===== config.mk =====
export PLATFORM = sky130hd
export DESIGN_NAME = serial_digit_alu
export DESIGN_NICKNAME = d
export VERILOG_FILES = /design/src/rtl/serial_digit_alu_pkg.sv /design/src/rtl/serial_digit_alu_digit.sv /design/src/rtl/serial_digit_alu.sv
export SDC_FILE = /design/constraint.sdc
export NUM_CORES = 1
export LEC_CHECK = 0
export BUFFER_PORTS_ARGS = -buffer_cell sky130_fd_sc_hd__buf_2
export CORE_MARGIN = 2
export CORE_UTILIZATION = 51
export CTS_CLUSTER_SIZE = 16
export DETAILED_ROUTE_END_ITERATION = 7
export GPL_TIMING_DRIVEN = 0
export PLACE_DENSITY_LB_ADDON = 0.08
export SLEW_MARGIN = 10
export SYNTH_ARGS = -nofsm -noshare
export SYNTH_HDL_FRONTEND = slang
export SYNTH_SLANG_ARGS = --single-unit

===== constraint.sdc =====
create_clock -name clock -period 3.95 [get_ports clock]
set_input_delay 0.79 -clock clock [delete_from_list [all_inputs] [get_ports clock]]
set_output_delay 0.79 -clock clock [all_outputs]
set_load 0.005 [all_outputs]

===== src/rtl/serial_digit_alu_pkg.sv =====
// Shared encodings for the multi-digit serial ALU: operation codes, FSM states
// and a small operation-class helper.
package serial_digit_alu_pkg;

  typedef logic [1:0] sda_op_t;
  typedef logic [1:0] sda_state_t;

  localparam sda_op_t SDA_OP_ADD = 2'd0;
  localparam sda_op_t SDA_OP_SUB = 2'd1;
  localparam sda_op_t SDA_OP_ROL = 2'd2;
  localparam sda_op_t SDA_OP_ROR = 2'd3;

  localparam sda_state_t SDA_IDLE = 2'd0;
  localparam sda_state_t SDA_RUN  = 2'd1;
  localparam sda_state_t SDA_DONE = 2'd2;

  // Decimal adjust applies only to the add/subtract family.
  function automatic logic sda_is_arith(input sda_op_t op);
    logic arith;
    case (op)
      SDA_OP_ROL: arith = 1'b0;
      SDA_OP_ROR: arith = 1'b0;
      default:    arith = 1'b1;
    endcase
    return arith;
  endfunction

endpackage


===== src/rtl/serial_digit_alu_digit.sv =====
// One digit slice of the serial ALU: add/subtract with optional BCD adjust, or a
// one-bit rotate step where the carry register supplies the neighbouring bit.
module serial_digit_alu_digit
  import serial_digit_alu_pkg::*;
#(
  parameter int DIGIT_W = 4
) (
  input  logic [DIGIT_W-1:0] digit_a,
  input  logic [DIGIT_W-1:0] digit_b,
  input  logic               cin,
  input  sda_op_t            op,
  input  logic               bcd,
  output logic [DIGIT_W-1:0] digit_out,
  output logic               cout
);

  localparam logic [DIGIT_W-1:0] NINE_D = DIGIT_W'(9);
  localparam logic [DIGIT_W-1:0] SIX_D  = DIGIT_W'(6);
  localparam logic [DIGIT_W:0]   NINE_S = (DIGIT_W + 1)'(9);

  logic               bcd_ok_s;
  logic [DIGIT_W-1:0] b_eff_s;
  logic [DIGIT_W:0]   sum_s;
  logic [DIGIT_W:0]   rot_s;

  // Digit arithmetic, decimal adjust and rotate step.
  always_comb begin
    bcd_ok_s  = bcd && (DIGIT_W == 4) && sda_is_arith(op);
    b_eff_s   = digit_b;
    rot_s     = '0;
    digit_out = '0;
    cout      = 1'b0;
    if (op == SDA_OP_SUB) begin
      // Nine's complement in decimal mode, one's complement in binary.
      b_eff_s = bcd_ok_s ? (NINE_D - digit_b) : ~digit_b;
    end else begin
      b_eff_s = digit_b;
    end
    sum_s = {1'b0, digit_a} + {1'b0, b_eff_s} + {{DIGIT_W{1'b0}}, cin};
    case (op)
      SDA_OP_ROL: begin
        rot_s     = {digit_a, cin};
        digit_out = rot_s[DIGIT_W-1:0];
        cout      = rot_s[DIGIT_W];
      end
      SDA_OP_ROR: begin
        rot_s     = {cin, digit_a};
        digit_out = rot_s[DIGIT_W:1];
        cout      = rot_s[0];
      end
      default: begin
        if (bcd_ok_s && (sum_s > NINE_S)) begin
          digit_out = sum_s[DIGIT_W-1:0] + SIX_D;
          cout      = 1'b1;
        end else begin
          digit_out = sum_s[DIGIT_W-1:0];
          cout      = sum_s[DIGIT_W];
        end
      end
    endcase
  end

endmodule


===== src/rtl/serial_digit_alu.sv =====
// Multi-digit ALU sequencer: latches a request, walks one digit per clock through
// a shared digit slice, and presents the whole-word result over valid/ready.
module serial_digit_alu
  import serial_digit_alu_pkg::*;
#(
  parameter int DIGIT_W = 4,
  parameter int DIGITS  = 4
) (
  input  logic                        clock,
  input  logic                        reset_n,
  input  logic                        in_valid,
  output logic                        in_ready,
  input  logic [1:0]                  in_op,
  input  logic                        in_bcd,
  input  logic                        in_cin,
  input  logic [DIGITS*DIGIT_W-1:0]   in_a,
  input  logic [DIGITS*DIGIT_W-1:0]   in_b,
  output logic                        out_valid,
  input  logic                        out_ready,
  output logic [DIGITS*DIGIT_W-1:0]   out_result,
  output logic                        out_carry,
  output logic                        out_zero
);

  localparam int N     = DIGITS * DIGIT_W;
  localparam int IDX_W = (DIGITS > 1) ? $clog2(DIGITS) : 1;
  localparam logic [IDX_W-1:0] LAST_IDX = IDX_W'(DIGITS - 1);

  sda_state_t       state_r;
  logic [IDX_W-1:0] idx_r;
  sda_op_t          op_r;
  logic             bcd_r;
  logic             carry_r;
  logic [N-1:0]     a_r;
  logic [N-1:0]     b_r;
  logic [N-1:0]     res_r;
  logic [N-1:0]     out_result_r;
  logic             out_carry_r;
  logic             out_zero_r;
  logic             out_valid_r;

  logic               msd_first_s;
  logic [DIGIT_W-1:0] digit_a_s;
  logic [DIGIT_W-1:0] digit_b_s;
  logic [DIGIT_W-1:0] digit_out_s;
  logic               digit_cout_s;
  logic [N-1:0]       digit_ext_s;
  logic [N-1:0]       a_next_s;
  logic [N-1:0]       b_next_s;
  logic [N-1:0]       res_next_s;

  assign in_ready   = (state_r == SDA_IDLE);
  assign out_valid  = out_valid_r;
  assign out_result = out_result_r;
  assign out_carry  = out_carry_r;
  assign out_zero   = out_zero_r;

  // Operand digit selection: ROR walks from the most significant digit.
  always_comb begin
    msd_first_s = (op_r == SDA_OP_ROR);
    if (msd_first_s) begin
      digit_a_s = a_r[N-1 -: DIGIT_W];
      digit_b_s = b_r[N-1 -: DIGIT_W];
      a_next_s  = a_r << DIGIT_W;
      b_next_s  = b_r << DIGIT_W;
    end else begin
      digit_a_s = a_r[DIGIT_W-1:0];
      digit_b_s = b_r[DIGIT_W-1:0];
      a_next_s  = a_r >> DIGIT_W;
      b_next_s  = b_r >> DIGIT_W;
    end
  end

  serial_digit_alu_digit #(
    .DIGIT_W (DIGIT_W)
  ) u_digit (
    .digit_a   (digit_a_s),
    .digit_b   (digit_b_s),
    .cin       (carry_r),
    .op        (op_r),
    .bcd       (bcd_r),
    .digit_out (digit_out_s),
    .cout      (digit_cout_s)
  );

  // Result assembly: the new digit enters at the end opposite the walk direction.
  always_comb begin
    digit_ext_s                = '0;
    digit_ext_s[DIGIT_W-1:0]   = digit_out_s;
    if (msd_first_s) begin
      res_next_s = (res_r << DIGIT_W) | digit_ext_s;
    end else begin
      res_next_s = (res_r >> DIGIT_W) | (digit_ext_s << (N - DIGIT_W));
    end
  end

  // Sequencer FSM, operand/result shift registers and registered outputs.
  always_ff @(posedge clock or negedge reset_n) begin
    if (!reset_n) begin
      state_r      <= SDA_IDLE;
      idx_r        <= '0;
      op_r         <= SDA_OP_ADD;
      bcd_r        <= 1'b0;
      carry_r      <= 1'b0;
      a_r          <= '0;
      b_r          <= '0;
      res_r        <= '0;
      out_result_r <= '0;
      out_carry_r  <= 1'b0;
      out_zero_r   <= 1'b0;
      out_valid_r  <= 1'b0;
    end else begin
      case (state_r)
        SDA_IDLE: begin
          if (in_valid) begin
            op_r    <= in_op;
            bcd_r   <= in_bcd;
            carry_r <= in_cin;
            a_r     <= in_a;
            b_r     <= in_b;
            res_r   <= '0;
            idx_r   <= '0;
            state_r <= SDA_RUN;
          end
        end
        SDA_RUN: begin
          a_r     <= a_next_s;
          b_r     <= b_next_s;
          res_r   <= res_next_s;
          carry_r <= digit_cout_s;
          idx_r   <= idx_r + 1'b1;
          if (idx_r == LAST_IDX) begin
            // Only the completed word is ever exposed on the outputs.
            out_result_r <= res_next_s;
            out_carry_r  <= digit_cout_s;
            out_zero_r   <= (res_next_s == '0);
            out_valid_r  <= 1'b1;
            state_r      <= SDA_DONE;
          end
        end
        SDA_DONE: begin
          if (out_ready) begin
            out_valid_r <= 1'b0;
            state_r     <= SDA_IDLE;
          end
        end
        default: begin
          out_valid_r <= 1'b0;
          state_r     <= SDA_IDLE;
        end
      endcase
    end
  end

endmodule

Word-level counts from Yosys, hierarchy flattened

Index checks and enable logic that the tools add are counted.

Input port bits: 40
Word-level logic and storage cells: 71
Memory bits (writable): 0
Flip-flop bits (word level): 75
Output and inout port bits: 20
Memory bits (read-only): 0
Memories: 0
Bits in latches: 0

Bitwise operators: 4
Order comparisons: 1
$mul: 0
Divide/modulo/power cells: 0
Equal/unequal tests: 9
Multiplexer cells: 29
Add/subtract/negate cells: 5
Reduce and logical (&&, ||, !) cells: 11
Shift operators: 0

Operators by type and width:

| kind                | number |
|---|---|
| $mux 16             | 6 |
| $pmux 16 s2         | 3 |
| $mux 4              | 5 |
| $logic_not 16->1    | 1 |
| $or 12x16->16       | 1 |
| $or 16x4->16        | 1 |
| $eq 2x2->1 const B  | 4 |
| $mux 2              | 4 |
| $pmux 4 s2          | 1 |
| $ne 2x2->1 const B  | 3 |
| $pmux 2 s3          | 1 |
| $reduce_and 2->1    | 3 |
| $reduce_and 3->1    | 2 |
| $add 4x4->5         | 1 |
| $add 5x1->5         | 1 |
| $gt 5x4->1 const B  | 1 |
| $mux 1              | 5 |
| $add 4x3->4 const B | 1 |
| $eq 2x1->1 const B  | 2 |
| $not 4->4           | 1 |
| $pmux 1 s2          | 2 |
| $pmux 2 s2          | 1 |
| $sub 4x4->4 const A | 1 |
| $pmux 1 s3          | 1 |
| 6 further kinds     | 7 |

Longest topological paths before layout

Gate-level depths: netlist of the first run.

Depth in word-level cells: 15
Gate-level depth with buffers: 16
Mapped depth without buffers: 14

Cells and area by module

Synthesis of the first run repeated with hierarchy kept, for this count alone.

Cells, all modules: 425
Area, all modules: 4,046.4 um^2

Modules (own cells, without submodules):

| module                 | area an instance (um^2) | times used | sequential area each (um^2) | cells an instance |
|---|---|---|---|---|
| serial_digit_alu       | 3,575.9                 | 1          | 1,876.8                     | 362 |
| serial_digit_alu_digit | 470.5                   | 1          | 0.0                         | 63 |

Worst setup path after synthesis of the first run

OpenSTA, ideal clock, no wires.

Path type: register to register
From: register op_r[1]
To: register out_zero_r, in the netlist out_zero
Required time: 3.830 ns
Arrival time: 3.915 ns
Clock period less this slack: 4.035 ns
Library setup time: 0.120 ns
Stages on the path, launching flop included: 15
Setup slack: -0.085 ns
Cell sequence: dfrtp_1 -> buf_2 -> nand2_1 -> buf_2 -> mux2_2 -> fa_1 -> fa_1 -> xnor2_1 -> ha_1 -> a21boi_0 -> nor2_1 -> nor4b_4 -> o21a_1 -> a311o_2 -> a41o_1

Longest elaborated chain between the ends: 15

RTL lines:

| item                                                                 | line                    | text |
|---|---|---|
| from (decl)                                                          | serial_digit_alu.sv:31  | `sda_op_t op_r;` |
| from (signal assigned)                                               | serial_digit_alu.sv:116 | `op_r <= in_op;` |
| parallel branches: the longest is 13 deep, another holds $add 4x4->5 | n/a                     |  |
| $mux 16 (*)                                                          | serial_digit_alu.sv:90  | `if (msd_first_s) begin` |
| $logic_not 16->1 (*)                                                 | serial_digit_alu.sv:136 | `out_zero_r <= (res_next_s == '0);` |
| to (signal assigned)                                                 | serial_digit_alu.sv:136 |  |
| to (decl)                                                            | serial_digit_alu.sv:39  | `logic out_zero_r;` |

Mark *: on every way between the ends.
A chain may end at the register's enable or synchronous reset.

Worst setup path after layout of the first run

Same ends and word-level chain as after synthesis.

==> impl_metrics.env, run 1 <==
export IMPL_status="complete, no violations"
export IMPL_gr_usage_all_layers_pct=26.8
export IMPL_slew_viol_final=0
export IMPL_worstSetupStartpointType="register"
export IMPL_pwr_share_comb_pct=57.6
export IMPL_die_h_microns=91.3
export IMPL_cp_common_cell="nor2_1"
export IMPL_worst_path_largest_cell_delay_ns=0.52
export IMPL_setup_reg_to_reg_worst_slack_ns=0.20
export IMPL_power_total_mw=4.73
export IMPL_fin_crit_ns=3.75
export IMPL_insertion_delay_ns=0.36
export IMPL_power_per_cell_area_nw_per_um2=1030
export IMPL_grt_setup_unrepaired="false"
export IMPL_max_clock_freq_mhz=267
export IMPL_power_clock_fraction_pct=12.8
export IMPL_synth_ff_type="dfrtp_1"
export IMPL_dr_total_vias=3483
export IMPL_power_switching_mw=2.23
export IMPL_drt_pre_antenna_iters=4
export IMPL_timing_rr_end="out_zero"
export IMPL_yosys_register_bits=75
export IMPL_synth_top_area_cell="dfrtp_1"
export IMPL_layout_cell_area_non_filler_sq_um=4610
export IMPL_cts_root_buffer="clkbuf_8"
export IMPL_gate_count_after_technology_mapping=435
export IMPL_worst_r2r_startpoint="op_r[1]"
export IMPL_critical_path_top_delay_family="compound AO/OA/AOI/OAI gates"
export IMPL_vias_per_cell=5.70
export IMPL_wl_per_cell_microns=17.1
export IMPL_final_setup_viol_count=0
export IMPL_htree_num_levels=3
export IMPL_cts_buffers_inserted=9
export IMPL_antenna_violations_before_repair=0
export IMPL_power_sequential_fraction_pct=29.6
export IMPL_grt_start_max_net_pins=57
export IMPL_initial_core_util_pct=53.1
export IMPL_critical_path_data_arrival_time_ns=4.00
export IMPL_synthTopCellsByCount="100 x nand2_1, 75 x dfrtp_1, 68 x o21ai_0"
export IMPL_internal_power_mw=2.50
export IMPL_grt_pass1_vias=3573
export IMPL_top_cell_type_s_share_of_synthesized_area_pct=48.2
export IMPL_syn_area_per_cell_sq_um=8.94
export IMPL_floorplan_core_area_sq_um=7330
export IMPL_critical_path_cell_count=15
export IMPL_areaGrowthSynthToFinish_pct=18.6
export IMPL_nets=556
export IMPL_post_route_period_util_pct=94.9
export IMPL_synth_seq_area_share_pct=48.2
export IMPL_fp_dieArea_sq_um=8340
export IMPL_antenna_diode_count=0
export IMPL_drive_gt1_share_pct=20.9
export IMPL_cp_max_fo=19
export IMPL_drv_max_cap_violation_count=0
export IMPL_die_w_microns=91.3
export IMPL_cp_data_required_time_ns=4.20
export IMPL_pre_cts_slack_ns=-0.413
export IMPL_placedCellCount=594
export IMPL_gpl_congestion=0.860
export IMPL_post_layout_nonfiller_instances=611
export IMPL_hold_worst_slack_ns=0.306
export IMPL_timing_critical_path_cells="buf_4 -> clkinv_4 -> nor2_1 -> buf_6 -> a221o_1 -> fa_2 -> fa_2 -> inv_1 -> ha_2 -> a21boi_2 -> nor2_1 -> nor4b_4 -> nor2_1 -> a311o_2 -> a41o_1"
export IMPL_synth_most_common_cell="nand2_1"
export IMPL_vdd_ir_drop_max_v=0.000385
export IMPL_place_detailed_hpwl_microns=7510
export IMPL_post_route_worst_setup_slack_ns=0.203
export IMPL_placement_row_count=31
export IMPL_skew_ns=0.0112
export IMPL_synth_distinct_cells=47
export IMPL_synth_fp_nets=484
export IMPL_postCtsHoldBufs=0
export IMPL_synth_area_leaders="dfrtp_1 48%, nand2_1 9.6%, o21ai_0 8.7%, a21oi_1 5.3%, mux2i_1 4.1%"
export IMPL_clk_transition_reported_paths_ns=0.09
export IMPL_dr_first_iter_drc_count=220
export IMPL_wire_length_of_the_first_global_routing_pass_microns=17600
export IMPL_antenna_left=0
export IMPL_synth_edf_count=0
export IMPL_crit_path_end_kind="register"
export IMPL_critical_path_startpoint="op_r[1]"
export IMPL_r2r_cells=15
export IMPL_slowest_stage="fa_2"
export IMPL_cts_path_max_buffers=2
export IMPL_timing_worst_setup_path_type="register to register"
export IMPL_portBuffers=59
export IMPL_drc_violations=0
export IMPL_yosys_warnings=0
export IMPL_cts_sink_count=75
export IMPL_design_portCount=60
export IMPL_cts_tree="done"
export IMPL_syn_cell_area_sq_um=3890
export IMPL_worst_slew_margin_rel_pct=50.8
export IMPL_tightestPinTransition_ns=0.735
export IMPL_hold_viol_final=0
export IMPL_timing_critical_path_to="out_zero"
export IMPL_critical_path_buf_inv_count=4
export IMPL_synthArstFlopShare_pct=100
export IMPL_netSwitchingFraction_pct=47.1
export IMPL_drt_total_wl_microns=10400
export IMPL_power_leakage_nw=2.10
export IMPL_placed_area_sq_um=4350
export IMPL_hold_path_class="input pin to async pin"
export IMPL_grt_overflow_total=0
## sequential cells by signal, indices dropped and copies added (netlist names)
name,count
res_r,16
a_r,16
state_r,2
op_r,2
out_zero,1
out_carry,1
idx_r,2
out_result,16
bcd_r,1
out_valid,1
carry_r,1
b_r,16
## power by group through the flow
stage               sequential (mW)  combinational, mW  clock, mW
global placement               1.39               2.49          0
detailed placement             1.41               2.58          0
global route                   1.45               3.04      0.648
CTS                            1.39               2.65      0.618
finish                         1.40               2.72      0.603
floorplan                      1.33               1.89          0
## layer usage
| metal | share of wire [%] | vias to the layer above | track usage (%) |
|---|---|---|---|
| met5 | 0 | - | 0 |
| met4 | 2.1 | 0 | 11.1 |
| met3 | 4.6 | 21 | 4.65 |
| met2 | 49 | 105 | 43.7 |
| met1 | 45 | 1674 | 35.4 |
| li1 | - | 1683 | - |
## how the worst min path moves through the flow
stage,start,slack [ns],cells after the start,to
final,reset_n,0.31,1,out_result[2]
after global placement,out_result[7],0.46,2,out_result[7]
after detailed placement,out_result[8],0.47,2,out_result[8]
after floorplan,res_r[12],0.45,2,res_r[12]
after global routing,reset_n,0.31,1,out_result[2]
after CTS,reset_n,0.30,1,out_result[2]
## kinds of logic (layout without fill, tap and decap cells)
family / count (synthesis) / count (layout) / synth area share (%)
simple gates: 150 / 150 / 17.2
compound gates: 145 / 145 / 21.3
flops: 75 / 75 / 48.2
buf+inv: 30 / 107 / 3.09
mux: 24 / 24 / 6.43
fa+ha+maj: 9 / 9 / 3.28
xor+xnor: 2 / 2 / 0.450
## worst reg2reg max path: stages (launching register included)
cell	delay [ns]
dfrtp_1	0.38
buf_4	0.19
clkinv_4	0.10
nor2_1	0.08
buf_6	0.17
a221o_1	0.32
fa_2	0.37
fa_2	0.52
inv_1	0.10
ha_2	0.20
a21boi_2	0.17
nor2_1	0.09
nor4b_4	0.25
nor2_1	0.08
a311o_2	0.43
a41o_1	0.19
## layout by cell type (no fill, tap or decap), types with 5 or more instances in the layout
master,Yosys,routed
o21ai_0,68,68
clkbuf_1,17,17
nor3_1,6,6
a21oi_1,41,41
buf_4,0,5
dfrtp_1,75,74
mux2_2,8,8
ha_1,7,6
clkbuf_8,0,9
a22oi_1,17,17
nand2_1,100,99
nor2_1,13,13
mux2i_1,16,16
nand3_1,10,10
buf_2,6,59
## final cells by class
cell class | instances | area [sq um]
Buffer | 25 | 121
Clock buffer | 9 | 124
Clock inverter | 7 | 76.3
Fill cell | 655 | 2720
Inverter | 4 | 20.0
Multi-Input combinational cell | 330 | 1930
Sequential cell | 75 | 1880
Tap cell | 99 | 124
Timing Repair Buffer | 62 | 340
## per-stage QoR
stage	TNS [ns]	utilization (%)
after floorplan	0	-
after global placement	-0.940	59.0
after detailed placement	-1.33	59.4
after CTS	0	62.3
after global routing	0	62.9
final	0	62.9
## what timing repair did
action | 4_1_cts | 5_1_grt
setup buffers | 1 | 1
endpoints found under the setup margin | 5 | 4
pin swaps | 1 | 0
hold endpoints to repair | 0 | 0
gates resized for setup | 7 | 13
(Power assumes the default switching activity.)
==> inputs of run 2 (changes only) <==
- CELL_PAD_IN_SITES_DETAIL_PLACEMENT: default -> 2
- CELL_PAD_IN_SITES_GLOBAL_PLACEMENT: default -> 2
- CORE_UTILIZATION: 51 -> 31
==> run 2 against run 1 <==
Net effect:
- final cell count is 11% higher
- routed wire length increased by 32%
- clock skew is 0.0043 ns lower
- register-to-register slack got worse by 0.08 ns
- combinational power rose by 14%
- utilization down 23 points
- clock power up 28%
- worst hold slack better by 0.096 ns
- first-iteration DRC count down 50%
- worst setup slack worse by 0.077 ns
- maximum frequency decreased by 2.0%
- largest cell class unchanged
- largest power group unchanged
==> impl_metrics.env, run 2 (synthesized netlist as in run 1, its figures left out) <==
export IMPL_cp_max_fo=10
export IMPL_layout_common_cells="99 x nand2_1, 74 x dfrtp_1, 68 x o21ai_0"
export IMPL_critical_path_data_arrival_time_ns=4.05
export IMPL_met2_wirelength_microns=6830
export IMPL_slowest_stage="fa_2"
export IMPL_cts_path_max_buffers=2
export IMPL_worst_path_largest_cell_delay_ns=0.45
export IMPL_worst_slew_margin_rel_pct=44.5
export IMPL_skew_ns=0.00694
export IMPL_dr_total_vias=3575
export IMPL_insertion_delay_ns=0.35
export IMPL_grt_start_max_net_pins=43
export IMPL_drive_gt1_share_pct=21.3
export IMPL_dr_first_iter_drc_count=111
export IMPL_die_h_microns=116
export IMPL_slew_viol_final=0
export IMPL_die_w_microns=116
export IMPL_initial_core_util_pct=32.1
export IMPL_vdd_ir_drop_max_v=0.000304
export IMPL_status="complete, no violations"
export IMPL_htree_num_levels=3
export IMPL_worstSetupStartpointType="register"
export IMPL_cts_tree="done"
export IMPL_topRoutingLayerUsed="met4"
export IMPL_antenna_left=0
export IMPL_post_route_period_util_pct=96.8
export IMPL_grt_pass1_vias=3841
export IMPL_nFillCells=1382
export IMPL_wl_per_cell_microns=20.3
export IMPL_timing_worst_setup_path_type="register to register"
export IMPL_gr_usage_all_layers_pct=21.8
export IMPL_final_setup_viol_count=0
export IMPL_grt_overflow_total=0
export IMPL_antenna_violations_before_repair=0
export IMPL_cp_data_required_time_ns=4.18
export IMPL_placedCellCount=663
export IMPL_power_total_mw=5.29
export IMPL_place_detailed_hpwl_microns=10000
export IMPL_drv_max_cap_violation_count=0
export IMPL_nets=556
export IMPL_met3RoutedLength_microns=292
export IMPL_design_portCount=60
export IMPL_wire_length_of_the_first_global_routing_pass_microns=21900
export IMPL_areaGrowthSynthToFinish_pct=24.3
export IMPL_portBuffers=59
export IMPL_floorplan_core_area_sq_um=12100
export IMPL_cts_sink_count=75
export IMPL_fp_dieArea_sq_um=13500
export IMPL_wl_met1_microns=6430
export IMPL_tightestPinTransition_ns=0.830
export IMPL_clk_transition_reported_paths_ns=0.06
export IMPL_timing_critical_path_cells="buf_12 -> nand2_8 -> buf_6 -> mux2_2 -> fa_2 -> fa_2 -> xnor2_4 -> ha_4 -> a21boi_4 -> nor2_1 -> nor4b_4 -> o21a_1 -> a311o_2 -> a41o_1"
export IMPL_gpl_congestion=0.807
export IMPL_power_leakage_nw=2.13
export IMPL_drc_violations=0
export IMPL_hold_viol_final=0
export IMPL_antenna_diode_count=0
export IMPL_cts_buffers_inserted=9
export IMPL_drt_pre_antenna_iters=4
export IMPL_max_clock_freq_mhz=261
export IMPL_crit_path_end_kind="register"
export IMPL_hold_worst_slack_ns=0.402
export IMPL_power_per_cell_area_nw_per_um2=1100
export IMPL_fin_crit_ns=3.82
export IMPL_cts_root_buffer="clkbuf_16"
export IMPL_hold_path_class="input pin to async pin"
export IMPL_final_common_cell="nand2_1"
export IMPL_drt_total_wl_microns=13800
export IMPL_post_layout_nonfiller_instances=679
export IMPL_vias_per_cell=5.27
export IMPL_cp_common_cell="fa_2"
export IMPL_placement_row_count=40
[run 2: cell count changes in the layout (fill, tap and decap cells not counted), sizes merged]
| cell | before | now |
|---|---|---|
| bufinv | 1 | 0 |
| clkinvlp | 2 | 3 |
| inv | 4 | 3 |
| clkbuf | 26 | 28 |
| clkinv | 4 | 2 |
[run 2: final timing paths]
kind | start | to | slack (ns) | cells after the start
max in group asynchronous | reset_n | op_r[0] | 2.95 | 2
max reg2reg | op_r[0] | out_zero | 0.13 | 14
min in group clock | out_carry | out_carry | 0.48 | 2
max | op_r[0] | out_zero | 0.13 | 14
min | reset_n | out_result[2] | 0.40 | 1
min reg2reg | out_carry | out_carry | 0.48 | 2
[run 2: worst max-delay path, delay by kind of cell (launching register included)]
family	cells	cell delay (ns)
fa+ha+maj	3	1.00
flops	1	0.44
mux	1	0.37
simple gates	3	0.31
buf+inv	2	0.32
compound gates	4	0.98
xor+xnor	1	0.27
[run 2: final cells by class]
type                    instances  area [sq um]  share of cell area, %
multi-input cells             330          1980                   40.9
flip-flops and latches         75          1880                   38.9
repair buffers                 62           353                   7.30
clock buffers                  11           243                   5.02
well taps                     168           210                   4.35
plain buffers                  25           125                   2.59
clock inverters                 4          27.5                  0.570
inverters                       4          20.0                  0.414
[run 2: report_power, final]
part | switching, mW | internal, mW | total, mW
logic | 1.88 | 1.22 | 3.09
clock network | 0.335 | 0.438 | 0.773
registers | 0.313 | 1.11 | 1.43
total | 2.53 | 2.77 | 5.29
[run 2: through the flow]
step / cell area [sq um] / worst slack, ns / setup TNS, ns / utilization, %
after CTS: 4740 / 0.0470 / 0 / 39.2
after global routing: 4830 / -0.00709 / -0.00709 / 39.9
final: 4830 / 0.125 / 0 / 39.9
after floorplan: 3900 / 0.0456 / 0 / -
after detailed placement: 4440 / -0.575 / -3.02 / 36.6
after global placement: 4410 / -0.480 / -2.01 / 36.4
[run 2: timing repair]
item / 4_1_cts / 5_1_grt
gates resized for setup: 14 / 13
buffers inserted: 0 / 2
hold buffers: 0 / 0
pin swaps: 1 / 6
endpoints found under the hold margin: 0 / 0
endpoints found under the setup margin: 9 / 8
[run 2: metal layers]
layer / up-vias / track usage (%)
met5: - / 0
met4: 0 / 7.62
met3: 15 / 2.88
met2: 51 / 36.4
met1: 1825 / 29.1
li1: 1684 / -
==> inputs of run 3 (changes only) <==
- PLACE_DENSITY: default -> 0.78
- PLACE_DENSITY_LB_ADDON: 0.08 -> default
==> run 3 against run 2 <==
Net effect:
- maximum frequency shrank 1.1%
- via count grew 1.4%
- utilization is essentially flat
- sequential power is essentially flat
- die area is the same
- sequential share of layout area is essentially flat
- clock power grew 20%
- routed wire length grew 2.5%
- critical path type unchanged
- highest routed layer unchanged
==> impl_metrics.env, run 3 (synthesized netlist as in run 1, its figures left out) <==
export IMPL_status="complete, no violations"
export IMPL_drc_violations=0
export IMPL_placed_area_sq_um=4440
export IMPL_hold_path_class="input pin to async pin"
export IMPL_fin_crit_ns=3.87
export IMPL_power_total_mw=5.44
export IMPL_timing_critical_path_cells="buf_4 -> inv_2 -> nor2_1 -> buf_6 -> a221o_1 -> fa_2 -> fa_2 -> xnor2_4 -> ha_2 -> a21boi_4 -> nor2_1 -> nor4b_4 -> o21a_1 -> a311o_2 -> a41o_1"
export IMPL_insertion_delay_ns=0.35
export IMPL_drv_max_cap_violation_count=0
export IMPL_critical_path_data_arrival_time_ns=4.10
export IMPL_tightestPinTransition_ns=0.860
export IMPL_grt_start_max_net_pins=56
export IMPL_die_h_microns=116
export IMPL_dr_first_iter_drc_count=128
export IMPL_skew_ns=0.00719
export IMPL_antenna_left=0
export IMPL_areaGrowthSynthToFinish_pct=24.4
export IMPL_clk_transition_reported_paths_ns=0.06
export IMPL_drive_gt1_share_pct=21.1
export IMPL_cp_max_fo=19
export IMPL_final_common_cell="nand2_1"
export IMPL_placement_row_count=40
export IMPL_critical_path_buf_inv_count=3
export IMPL_worst_path_largest_cell_delay_ns=0.44
export IMPL_nFillCells=1391
export IMPL_slew_viol_final=0
export IMPL_vdd_ir_drop_max_v=0.000369
export IMPL_hold_viol_final=0
export IMPL_portBuffers=59
export IMPL_dr_total_vias=3626
export IMPL_place_detailed_hpwl_microns=9970
export IMPL_wl_per_cell_microns=20.8
export IMPL_fp_dieArea_sq_um=13500
export IMPL_critical_path_top_delay_family="compound AO/OA/AOI/OAI gates"
export IMPL_cts_buffers_inserted=9
export IMPL_worstSetupStartpointType="register"
export IMPL_worst_slew_margin_rel_pct=42.5
export IMPL_final_setup_viol_count=0
export IMPL_layout_cell_area_non_filler_sq_um=4840
export IMPL_power_per_cell_area_nw_per_um2=1120
export IMPL_htree_num_levels=3
export IMPL_post_route_worst_setup_slack_ns=0.0820
export IMPL_power_leakage_nw=2.17
export IMPL_antenna_diode_count=0
export IMPL_crit_path_end_kind="register"
export IMPL_drt_pre_antenna_iters=4
export IMPL_cts_path_max_buffers=2
export IMPL_wire_length_of_the_first_global_routing_pass_microns=22600
export IMPL_initial_core_util_pct=32.1
export IMPL_vias_per_cell=5.34
export IMPL_die_w_microns=116
export IMPL_nets=555
export IMPL_pre_cts_slack_ns=-0.522
export IMPL_grt_setup_unrepaired="true"
export IMPL_antenna_violations_before_repair=0
export IMPL_cts_tree="done"
export IMPL_setup_tns_final_ns=0
export IMPL_gpl_congestion=0.807
export IMPL_postCtsHoldBufs=0
export IMPL_cts_sink_count=75
export IMPL_design_portCount=60
export IMPL_post_route_period_util_pct=97.9
export IMPL_drt_total_wl_microns=14100
export IMPL_gr_usage_all_layers_pct=22.4
export IMPL_max_clock_freq_mhz=259
export IMPL_grt_pass1_vias=4084
export IMPL_slowest_stage="dfrtp_2"
export IMPL_cp_data_required_time_ns=4.19
export IMPL_layout_common_cells="99 x nand2_1, 74 x dfrtp_1, 68 x o21ai_0"
export IMPL_timing_worst_setup_path_type="register to register"
export IMPL_cts_root_buffer="clkbuf_16"
export IMPL_grt_overflow_total=0
export IMPL_floorplan_core_area_sq_um=12100
[run 3: cell count changes in the layout (fill, tap and decap cells not counted), moves of 2 or more]
cell / before / now
buf_6: 4 / 2
mux2i_2: 2 / 0
buf_4: 2 / 4
mux2i_1: 14 / 16
bufinv_16: 0 / 2
clkinvlp_4: 3 / 0
ha_4: 2 / 0
[run 3: worst reg2reg max path, delay by kind of cell, from the launching register on]
| kind | cells | cell delay (ns) |
|---|---|---|
| flip-flops | 1 | 0.44 |
| XOR/XNOR | 1 | 0.23 |
| adder cells (fa/ha/maj) | 3 | 1.03 |
| AO/OA/AOI/OAI | 5 | 1.32 |
| buffers and inverters | 3 | 0.48 |
| AND/OR/NAND/NOR | 3 | 0.28 |
[run 3: final cells by class]
| type | count | area, sq um | area share (%) |
|---|---|---|---|
| clock inverter | 6 | 87.6 | 1.81 |
| sequential | 75 | 1880 | 38.8 |
| timing repair buffer | 61 | 333 | 6.88 |
| multi-input combinational | 330 | 1950 | 40.4 |
| tap | 168 | 210 | 4.34 |
| clock buffer | 10 | 239 | 4.94 |
| buffer | 25 | 118 | 2.43 |
| inverter | 4 | 20.0 | 0.414 |
[run 3: worst paths after layout]
path	slack (ns)	endpoint	cells after the start	start
min in group clock	0.47	out_result[11]	2	out_result[11]
max in group asynchronous	3.03	b_r[2]	2	reset_n
hold reg to reg	0.47	out_result[11]	2	out_result[11]
setup reg to reg	0.08	out_zero	15	op_r[0]
setup / recovery	0.08	out_zero	15	op_r[0]
hold / removal	0.33	out_result[8]	1	reset_n
[run 3: where the power goes]
part / switching [mW] / leakage (nW) / total (mW) / internal [mW]
registers: 0.320 / 0.960 / 1.43 / 1.11
logic: 1.90 / 1.04 / 3.08 / 1.18
clock network: 0.355 / 0.163 / 0.927 / 0.572
[run 3: repair_timing]
item                                    4_1_cts  5_1_grt
cloned                                        0        0
setup buffers                                 1        0
endpoints found under the setup margin        9        7
pin swaps                                     1        0
gates resized for setup                      14        7
[run 3: per-layer routing]
metal | routed length (microns) | GRT usage [%] | vias to the layer above
met2 | 7110 | 38.8 | 89
li1 | - | - | 1678
met3 | 482 | 3.35 | 26
met5 | 0 | 0 | -
met1 | 6230 | 28.2 | 1833
met4 | 316 | 8.49 | 0
[run 3: stage by stage]
step	std cells	utilization, %	hold WS [ns]
floorplan	435	-	0.450
finish	679	39.9	0.330
global route	679	39.9	0.351
global placement	662	36.4	0.457
detailed placement	663	36.6	0.471
CTS	679	39.7	0.340
